[src/rtl/dff_write_arbiter.sv]
// dff_write_arbiter
//   Round-robin write arbiter in front of one shared enable-gated register.
//   N_REQ requesters use a 4-phase req/ack handshake; the winner's data is
//   presented on reg_d with a single-cycle reg_en pulse.
//
// Ports
//   clk     rising-edge clock
//   reset   synchronous, active-high reset
//   req     per-requester write request, held until its ack is seen
//   wdata   requester i data at [i*DATA_W +: DATA_W]
//   reg_q   readback from the shared register
//   grant   one-hot current owner, 0 when idle
//   ack     per-requester write-complete level, held until req drops
//   reg_en  shared register enable, one-cycle pulse per write
//   reg_d   shared register data
//   busy    high whenever the FSM is not idle
//   wr_err  sticky readback-mismatch flag
//
// Build option
//   WRITE_VERIFY_EN : adds a VERIFY cycle comparing reg_q with reg_d before
//                     ack; without it wr_err is constant 0.
//
// state  | meaning
// IDLE   | no owner; arbitrate among asserted req bits
// WRITE  | reg_en pulse cycle, register captures reg_d at the next edge
// VERIFY | compare readback with written data (WRITE_VERIFY_EN only)
// ACK    | ack held for the owner until its req drops

module dff_write_arbiter #(
  parameter int N_REQ  = 4,
  parameter int DATA_W = 8
) (
  input  logic                      clk,
  input  logic                      reset,
  input  logic [N_REQ-1:0]          req,
  input  logic [N_REQ*DATA_W-1:0]   wdata,
  input  logic [DATA_W-1:0]         reg_q,
  output logic [N_REQ-1:0]          grant,
  output logic [N_REQ-1:0]          ack,
  output logic                      reg_en,
  output logic [DATA_W-1:0]         reg_d,
  output logic                      busy,
  output logic                      wr_err
);

  localparam int PTR_W = (N_REQ > 1) ? $clog2(N_REQ) : 1;

  typedef enum logic [1:0] {
    ST_IDLE   = 2'd0,
    ST_WRITE  = 2'd1,
    ST_VERIFY = 2'd2,
    ST_ACK    = 2'd3
  } state_t;

  state_t               state_q, state_d;
  logic [PTR_W-1:0]     ptr_q, ptr_d;
  logic [PTR_W-1:0]     win_q, win_d;
  logic [N_REQ-1:0]     grant_q, grant_d;
  logic [N_REQ-1:0]     ack_q, ack_d;
  logic                 reg_en_q, reg_en_d;
  logic [DATA_W-1:0]    reg_d_q, reg_d_d;
  logic                 busy_q, busy_d;
  logic                 wr_err_q, wr_err_d;

  logic [PTR_W-1:0]     pick_idx;
  logic                 pick_vld;
  logic [PTR_W-1:0]     cand_idx;
  int                   cand;

  // Scan ptr, ptr+1, ... (mod N_REQ); first asserted request wins.
  always_comb begin
    pick_idx = '0;
    pick_vld = 1'b0;
    cand     = 0;
    cand_idx = '0;
    for (int off = 0; off < N_REQ; off++) begin
      cand     = (int'(ptr_q) + off) % N_REQ;
      cand_idx = PTR_W'(cand);
      if (!pick_vld && req[cand_idx]) begin
        pick_vld = 1'b1;
        pick_idx = cand_idx;
      end
    end
  end

  always_comb begin
    state_d  = state_q;
    ptr_d    = ptr_q;
    win_d    = win_q;
    grant_d  = grant_q;
    ack_d    = ack_q;
    reg_en_d = 1'b0;
    reg_d_d  = reg_d_q;
    busy_d   = busy_q;
    wr_err_d = wr_err_q;

    case (state_q)
      ST_IDLE: begin
        if (pick_vld) begin
          win_d           = pick_idx;
          grant_d         = '0;
          grant_d[pick_idx] = 1'b1;
          reg_d_d         = wdata[int'(pick_idx)*DATA_W +: DATA_W];
          reg_en_d        = 1'b1;
          busy_d          = 1'b1;
          state_d         = ST_WRITE;
        end
      end

      ST_WRITE: begin
`ifdef WRITE_VERIFY_EN
        state_d = ST_VERIFY;
`else
        ack_d        = '0;
        ack_d[win_q] = 1'b1;
        state_d      = ST_ACK;
`endif
      end

`ifdef WRITE_VERIFY_EN
      ST_VERIFY: begin
        wr_err_d     = wr_err_q | (reg_q != reg_d_q);
        ack_d        = '0;
        ack_d[win_q] = 1'b1;
        state_d      = ST_ACK;
      end
`endif

      ST_ACK: begin
        // An owner that dropped req before ack still gets a one-cycle ack.
        if (!req[win_q]) begin
          ack_d   = '0;
          grant_d = '0;
          busy_d  = 1'b0;
          ptr_d   = (win_q == PTR_W'(N_REQ - 1)) ? '0 : win_q + 1'b1;
          state_d = ST_IDLE;
        end
      end

      default: begin
        state_d = ST_IDLE;
      end
    endcase
  end

  always_ff @(posedge clk) begin
    if (reset) begin
      state_q  <= ST_IDLE;
      ptr_q    <= '0;
      win_q    <= '0;
      grant_q  <= '0;
      ack_q    <= '0;
      reg_en_q <= 1'b0;
      reg_d_q  <= '0;
      busy_q   <= 1'b0;
      wr_err_q <= 1'b0;
    end else begin
      state_q  <= state_d;
      ptr_q    <= ptr_d;
      win_q    <= win_d;
      grant_q  <= grant_d;
      ack_q    <= ack_d;
      reg_en_q <= reg_en_d;
      reg_d_q  <= reg_d_d;
      busy_q   <= busy_d;
      wr_err_q <= wr_err_d;
    end
  end

  assign grant  = grant_q;
  assign ack    = ack_q;
  assign reg_en = reg_en_q;
  assign reg_d  = reg_d_q;
  assign busy   = busy_q;

`ifdef WRITE_VERIFY_EN
  assign wr_err = wr_err_q;
`else
  // Readback is only consulted by the verify path.
  logic unused_reg_q;
  assign unused_reg_q = ^reg_q;
  assign wr_err       = 1'b0;
`endif

endmodule

[config.mk]
export PLATFORM = sky130hd
export DESIGN_NAME = dff_write_arbiter
export DESIGN_NICKNAME = d
export VERILOG_FILES = /design/src/rtl/dff_write_arbiter.sv
export SDC_FILE = /design/constraint.sdc
export NUM_CORES = 1
export LEC_CHECK = 0
export BUFFER_PORTS_ARGS = -buffer_cell sky130_fd_sc_hd__buf_2
export CORE_MARGIN = 2
export CORE_UTILIZATION = 47
export CTS_CLUSTER_SIZE = 25
export DETAILED_ROUTE_END_ITERATION = 8
export PLACE_DENSITY = 0.88
export SETUP_SLACK_MARGIN = 0.15
export SLEW_MARGIN = 40
export SYNTH_ARGS = -nofsm -noshare
export SYNTH_HDL_FRONTEND = slang
export SYNTH_SLANG_ARGS = --single-unit
[constraint.sdc]
create_clock -name clk -period 4.1 [get_ports clk]
set_input_delay 0.615 -clock clk [delete_from_list [all_inputs] [get_ports clk]]
set_output_delay 0.615 -clock clk [all_outputs]
set_load 0.1 [all_outputs]
**Yosys cells after proc, flatten, opt, wreduce, memory -nomap -nowiden**

Cells that the tools add are included.

- Add/subtract/negate cells: 4
- Order comparisons: 8
- Eq/ne operators: 5
- Shifts and indexed selects: 1
- Multiplexer cells: 34
- Bitwise operators: 2
- Reductions and logical operators: 17

Operator list:

| kind | number |
|---|---|
| indexed part select 32 x 6 -> 8 bit | 1 |
| < comparator 2 x 3 -> 1 bit (second input constant) | 6 |
| case mux 4 bit (2 select lines) | 2 |
| 2-to-1 mux 1 bit | 14 |
| 2-to-1 mux 2 bit | 7 |
| binary-select mux 1 bit (select 2 bit) | 5 |
| 2-to-1 mux 4 bit | 2 |
| AND reduction 2 bit | 4 |
| case mux 2 bit (3 select lines) | 1 |
| logical AND 1 bit | 5 |
| adder 2 x 1 -> 2 bit (second input constant) | 2 |
| adder 2 bit (second input constant) | 2 |
| demux 1 bit (select 2 bit) | 2 |
| equality test 2 bit (second input constant) | 2 |
| greater-or-equal comparator 2 x 1 -> 1 bit (second input constant) | 2 |
| != test 2 bit (second input constant) | 2 |
| nonzero test 2 bit | 2 |
| logical NOT 1 bit | 3 |
| AND reduction 3 bit | 1 |
| equality test 2 x 1 -> 1 bit (second input constant) | 1 |
| logical NOT 2 bit | 1 |
| NOT 1 bit | 2 |
| case mux 1 bit (2 select lines) | 1 |
| OR reduction 2 bit | 1 |

- Bits in registers: 24
- Input bits: 46
- Output and inout bits: 19
- Word-level logic and storage cells: 79

**Longest topological paths before layout**

Gate-level depths: netlist (run 1).

- Depth in word-level cells: 18
- Gate-level depth with buffers: 6
- Depth with buffers taken out: 5

**Worst setup path after synthesis (run 1)**

OpenSTA, ideal clock, no wires.

- Kind: input -> register
- Start point: in req[3]
- End point: reg ptr_q[0]
- Setup time: 0.066 ns
- Arrival: 1.767 ns
- Data required time: 4.034 ns
- Setup slack: 2.267 ns
- Stages on the path: 5
- Path buffers: 0
- Path through: mux4_2 > nor2b_2 > nand2_2 > or3_1 > a21oi_2

- Cells in the longest elaborated chain, start to end: 4

Ends and longest elaborated chain:

| element | RTL line | source |
|---|---|---|
| start, declared | 35 | `input logic [N_REQ-1:0] req,` |
| binary-select mux 1 bit (select 2 bit) | 131 | `if (!req[win_q]) begin` |
| 2-to-1 mux 1 bit (implied by the code) | 131 |  |
| NOT 1 bit (no source line) | -- |  |
| AND reduction 2 bit (no source line) | -- |  |
| end signal, assigned | 159 | `ptr_q <= ptr_d;` |
| end, declared | 56 | `logic [PTR_W-1:0] ptr_q, ptr_d;` |

No other way between the ends. The select of a mux whose other input is x is not followed.
A chain may end at the register's enable or synchronous reset.

**Final worst setup path (run 1)**

- Start point: reg win_q[0]
- End point: reg ptr_q[0]

- Cells in the longest elaborated chain, start to end: 4
- Elaborated cells on any way between the ends: 7
- Those cells by class: 1 x add/sub; 1 x eq/ne; 3 x mux; 1 x bitwise; 1 x reduce/logical

Ends and longest elaborated chain:

| element | RTL line | source |
|---|---|---|
| start, declared | 57 | `logic [PTR_W-1:0] win_q, win_d;` |
| start signal, assigned | 160 | `win_q <= win_d;` |
| binary-select mux 1 bit (select 2 bit) | 131 |  |
| 2-to-1 mux 1 bit (implied by the code) | 131 |  |
| NOT 1 bit (no source line) | -- |  |
| AND reduction 2 bit (no source line) | -- |  |

Several ways; a longest one is shown, not always the timed one. The select of a mux whose other input is x is not followed.

==> results of run 1 <==
## through the flow
stage          cells  power (W)  worst slack (ns)  hold WS, ns  cell area, sq um
2_1_floorplan    128   0.000439              2.27        0.461              1220
3_3_place_gp     207   0.000479              2.02        0.452              1510
3_5_place_dp     207   0.000485              1.97        0.460              1510
4_1_cts          211   0.000657              2.23        0.492              1560
5_1_grt          211   0.000682              2.14        0.522              1560
6_report         211   0.000656              2.24        0.487              1560
## worst max-delay path by stage
stage / cells after the start / to / startpoint
6_report: 5 / ptr_q[0] / win_q[0]
3_5_place_dp: 6 / reg_d[1] / req[2]
4_1_cts: 5 / ptr_q[0] / win_q[0]
5_1_grt: 5 / ptr_q[0] / win_q[0]
2_1_floorplan: 5 / ptr_q[0] / req[3]
3_3_place_gp: 6 / reg_d[1] / req[2]
## cell type report
type | instances | area share (%)
repair buffers | 56 | 18.1
clock buffers | 3 | 1.44
multi-input cells | 93 | 44.3
flip-flops and latches | 24 | 30.8
clock inverters | 1 | 1.93
well taps | 30 | 2.41
inverters | 4 | 0.963
## synth_stat cells (all sizes together)
cell type,number
and2,1
o21ai,8
ha,4
mux2i,16
o32a,1
a21o,1
a221oi,6
o21bai,1
nand2,7
a32o,2
nor3,1
nor2b,3
conb,1
or2,2
nand2b,1
and3,1
nor2,12
inv,4
nor4,1
a2111oi,2
a211oi,2
buf,2
dfxtp,24
a21oi,6
or3,2
o21a,1
a22oi,4
o211a,1
a32oi,2
a21boi,3
clkbuf,5
mux4,1
## metal layers
layer | track usage (%) | routed length, um | up-vias
li1 | - | - | 581
met3 | 3.76 | 185 | 5
met4 | 6.10 | 38 | 0
met2 | 38.1 | 1490 | 47
met5 | 0 | 0 | -
met1 | 26.4 | 1320 | 536
## cells by family after synthesis
| logic type | after synthesis | synth area share (%) |
|---|---|---|
| mux | 17 | 14.9 |
| simple gates | 31 | 13.3 |
| other cells | 1 | 0.306 |
| compound gates | 40 | 23.8 |
| buf+inv | 11 | 4.29 |
| fa+ha+maj | 4 | 4.09 |
| flops | 24 | 39.3 |
## state kept, by name, indices dropped and copies added, names as in the netlist
register / cells
ptr_q: 2
grant: 4
busy: 1
reg_en: 1
state_q: 2
reg_d: 8
ack: 4
win_q: 2
## where the power goes
part	internal (W)	leakage (nW)	total, W	switching (W)
registers	0.000251	0.197	0.000262	0.0000112
clock network	0.0000989	0.0279	0.000174	0.0000755
logic	0.0000546	0.562	0.000219	0.000165
## critical path, stage by stage, from the launching register on
cell and delay, ns:
dfxtp_1 0.48, mux4_2 0.57, nor2b_2 0.16, nand2_2 0.12
or3_1 0.35, a21oi_2 0.13
==> flow_summary.toml, run 1 <==
[sta]
final.period_utilization_pct = 45.5
tns_ns = 0
min_period_ns = 1.86
hold_viol = 0
fmax_mhz = 536
final-setup-viol-count = 0
skew_ns = 0.00226
finalMaxSlewViolations = 0
rsz0062_at_grt = "false"

[grt]
antenna_found_initial = 0
grt_overflow = 0
gr-usage-all-layers_pct = 21.4
grt_max_degree = 17
grt_pass1_vias = 1112
grt_pass1_wl_um = 4730

[min_path]
holdCritPathClass = "flop to flop"
holdPathStages = 1
whs_endpoint = "grant[0]"
holdCritStartpoint = "grant[0]"

[clock_tree]
cts_root_buf = "clkbuf_4"
path_clk_slew_ns = 0.14
htreeDepth = 1
clock_path_buffers = 2
cts_tree = "done"
clock_latency_ns = 0.32
hold_buffers = 0
numCtsBuffers = 3
cts_setup_buffers = 0
cts_resized = 0
cts.sinks = 24

[synthesis]
yosysSeqAreaShare_pct = 39.3
ys_seq_elements = 24
synth_cell_types = 39
synthesis.nets = 178
yosys-top-cells-area = "dfxtp_1, mux2i_1, a221oi_1, ha_1, nor2_1"
synth_cells = 128
yosysWarningCount = 0
synth_top_area_share_pct = 39.3
synth_area_per_cell_sq_um = 9.56
synth_area_sq_um = 1220
yosysTopAreaCell = "dfxtp_1"

[route]
drc = 0
vias = 1169
ant_nets = 0
drtPass1Iterations = 4
routed_wirelength_um = 3030
wl_per_cell_um = 14.3
routed_via_density = 5.54
drtIter0Drc = 33

[power]
peakVddDrop_mv = 0.282
p_leak_nw = 0.788
power.density_nw_per_um2 = 421

[finish]
ff_latch_area_sq_um = 480
final_util_pct = 62.9
syn_to_final_growth_pct = 27.4
antennaDiodeCount = 0
fill_cells = 222
final_common_cell = "buf_2"
nets = 232
drive_gt1_share_pct = 37.6
multi_input_area_sq_um = 691
final_cell_mix = "buf_2, dfxtp_1, mux2i_1"

[setup_path]
cp-start-kind = "flop"
cp_max_fo = 7
rrSetupSlack_ns = 2.24
worst-r2r-cell-count = 5
setup.worst_path.class = "flop to flop"
endpoint_kind = "flop"
r2r_end = "ptr_q[0]"
r2r_start = "win_q[0]"
crit_arrival_ns = 2.14
cp_data_required_time_ns = 4.37

[placement]
place_hpwl_um = 2260
globalplace.congestion = 0.793
io_buffers = 55

[floorplanning]
die_x_um = 55.0
core_area_sq_um = 2480
pin_count = 65
die_area_sq_um = 3030
die_y_um = 55.0
initial_utilization_pct = 49.4
rows = 18

[run_status]
status = "completed"

[job]
cap_viol_max_count = 0
Power figures use the tool's default switching activity.
==> run 2, diff against run 1 <==
--- a/config.mk
+++ b/config.mk
@@ -7,10 +7,10 @@
 export LEC_CHECK = 0
 export BUFFER_PORTS_ARGS = -buffer_cell sky130_fd_sc_hd__buf_2
 export CORE_MARGIN = 2
-export CORE_UTILIZATION = 47
+export CORE_UTILIZATION = 44
 export CTS_CLUSTER_SIZE = 25
 export DETAILED_ROUTE_END_ITERATION = 8
-export PLACE_DENSITY = 0.88
+export PLACE_DENSITY = 0.84
 export SETUP_SLACK_MARGIN = 0.15
 export SLEW_MARGIN = 40
 export SYNTH_ARGS = -nofsm -noshare
==> constraint.sdc (replaced) <==
create_clock -name clk -period 1.9 [get_ports clk]
set_input_delay 0.285 -clock clk [delete_from_list [all_inputs] [get_ports clk]]
set_output_delay 0.285 -clock clk [all_outputs]
set_load 0.1 [all_outputs]
==> run 2 against run 1 <==
Effect of this change: routed wire length is 1.2% lower; clock-buffer cell count unchanged; power is 120% higher; final cell count up 2.8%; critical path depth unchanged; sequential share of layout area down 0.78 points; critical path type unchanged.
==> flow_summary.toml, run 2 (synthesized netlist as in run 1, its figures left out) <==
[route]
dr.max_layer_used = "met4"
ant_nets = 0
routed_via_density = 5.53
wl_per_cell_um = 13.8
drtIter0Drc = 26
wl_met1_um = 1190
drtPass1Iterations = 4
vias = 1199
routed_wirelength_um = 2990
wl_met3_um = 234
drc = 0
met2_length_um = 1530

[min_path]
holdCritStartpoint = "wdata[26]"
holdPathStages = 3
holdCritPathClass = "input port to flop"
whs_endpoint = "reg_d[2]"

[sta]
min_period_ns = 1.70
rsz0062_at_grt = "false"
tns_ns = 0
final.period_utilization_pct = 89.7
fmax_mhz = 587
final-setup-viol-count = 0
hold_viol = 0
fin_ws_ns = 0.196
skew_ns = 0.00235
finalMaxSlewViolations = 0

[clock_tree]
path_clk_slew_ns = 0.13
cts.sinks = 24
cts_tree = "done"
clock_latency_ns = 0.32
cts_root_buf = "clkbuf_4"
hold_buffers = 0
numCtsBuffers = 3
clock_path_buffers = 2
htreeDepth = 1

[floorplanning]
initial_utilization_pct = 45.6
rows = 19
core_area_sq_um = 2690
die_y_um = 56.7
die_x_um = 56.7
die_area_sq_um = 3220
pin_count = 65

[setup_path]
cp_max_fo = 6
path_cells = "mux4_2, nor2b_2, nand2_2, or3_4, a21oi_2"
path_buf_inv = 0
cp_slowest_cell = "mux4_2"
critical_path.max_stage_delay_ns = 0.52
cp_data_required_time_ns = 2.17
r2r_start = "win_q[0]"
setup.worst_path.class = "flop to flop"
worst-r2r-cell-count = 5
rrSetupSlack_ns = 0.20
crit_arrival_ns = 1.98
r2r_end = "ptr_q[0]"
endpoint_kind = "flop"
cp_top_family = "simple AND/OR/NAND/NOR gates"
cp-start-kind = "flop"
crit_path_start = "win_q[0]"

[power]
total_power_w = 0.00142
peakVddDrop_mv = 0.599
power.density_nw_per_um2 = 884
p_leak_nw = 0.814

[finish]
fill_cells = 235
largest_reg_flops = 8
syn_to_final_growth_pct = 31.4
fin_cells = 217
antennaDiodeCount = 0
drive_gt1_share_pct = 40.9
nets = 237
final_common_cell = "buf_2"
final_cell_mix = "buf_2, dfxtp_1, mux2i_1"
final_util_pct = 59.9

[job]
cap_viol_max_count = 0

[placement]
globalplace.congestion = 0.793
post-place-ws_ns = 0.114
io_buffers = 55
place_hpwl_um = 2220
place_inst = 210

[grt]
grt_max_degree = 17
gr-usage-all-layers_pct = 18.5
antenna_found_initial = 0
grt_pass1_wl_um = 4770
grt_pass1_vias = 1127
grt_overflow = 0

[run_status]
status = "completed"
[run 2: cell types whose count changed in the layout (fill, tap and decap cells not counted)]
cell       delta
dfxtp_2       +2
or3_1         -1
buf_4         +5
dfxtp_1       -2
or3_4         +1
a2111oi_0     -2
a2111oi_1     +2
[run 2: final cells by class]
class / instances / area, sq um / share of cell area (%)
clock buffers: 3 / 22.5 / 1.40
flip-flops and latches: 24 / 483 / 30.0
inverters: 4 / 15.0 / 0.934
clock inverters: 1 / 30.0 / 1.87
repair buffers: 61 / 320 / 19.9
multi-input cells: 93 / 698 / 43.4
well taps: 31 / 38.8 / 2.41
[run 2: worst reg2reg max path: stages, from the launching register on]
cell	delay (ns)
dfxtp_2	0.37
mux4_2	0.52
nor2b_2	0.16
nand2_2	0.12
or3_4	0.35
a21oi_2	0.13
[run 2: stage by stage]
| step | hold slack, ns | cell area, sq um |
|---|---|---|
| detailed placement | 0.459 | 1520 |
| CTS | 0.295 | 1580 |
| global placement | 0.454 | 1520 |
| global route | 0.305 | 1610 |
| floorplan | 0.347 | 1220 |
| finish | 0.292 | 1610 |
[run 2: timing repair]
item,in CTS,in global routing
setup endpoints to repair,1,6
pin swaps,0,0
setup buffers,0,3
gates resized for setup,1,4
[run 2: per-layer routing]
metal	vias to the layer above	GRT usage (%)
met3	4	3.46
met5	-	0
met1	553	20.5
met4	0	5.65
li1	587	-
met2	55	35.0
[run 2: how the worst max path moves through the flow]
stage                to  slack [ns]  cells past startpoint
5_1_grt        ptr_q[0]        0.15                      5
3_5_place_dp   reg_d[4]        0.11                      5
6_report       ptr_q[0]        0.20                      5
3_3_place_gp   reg_d[3]        0.17                      6
4_1_cts        ptr_q[0]        0.17                      5
2_1_floorplan  ptr_q[0]        0.22                      5
[run 2: power breakdown]
part	internal, W	leakage, nW	total [W]	switching (W)
Clock	0.000213	0.0279	0.000374	0.000161
Combinational	0.000124	0.588	0.000482	0.000358
Sequential	0.000541	0.198	0.000565	0.0000235
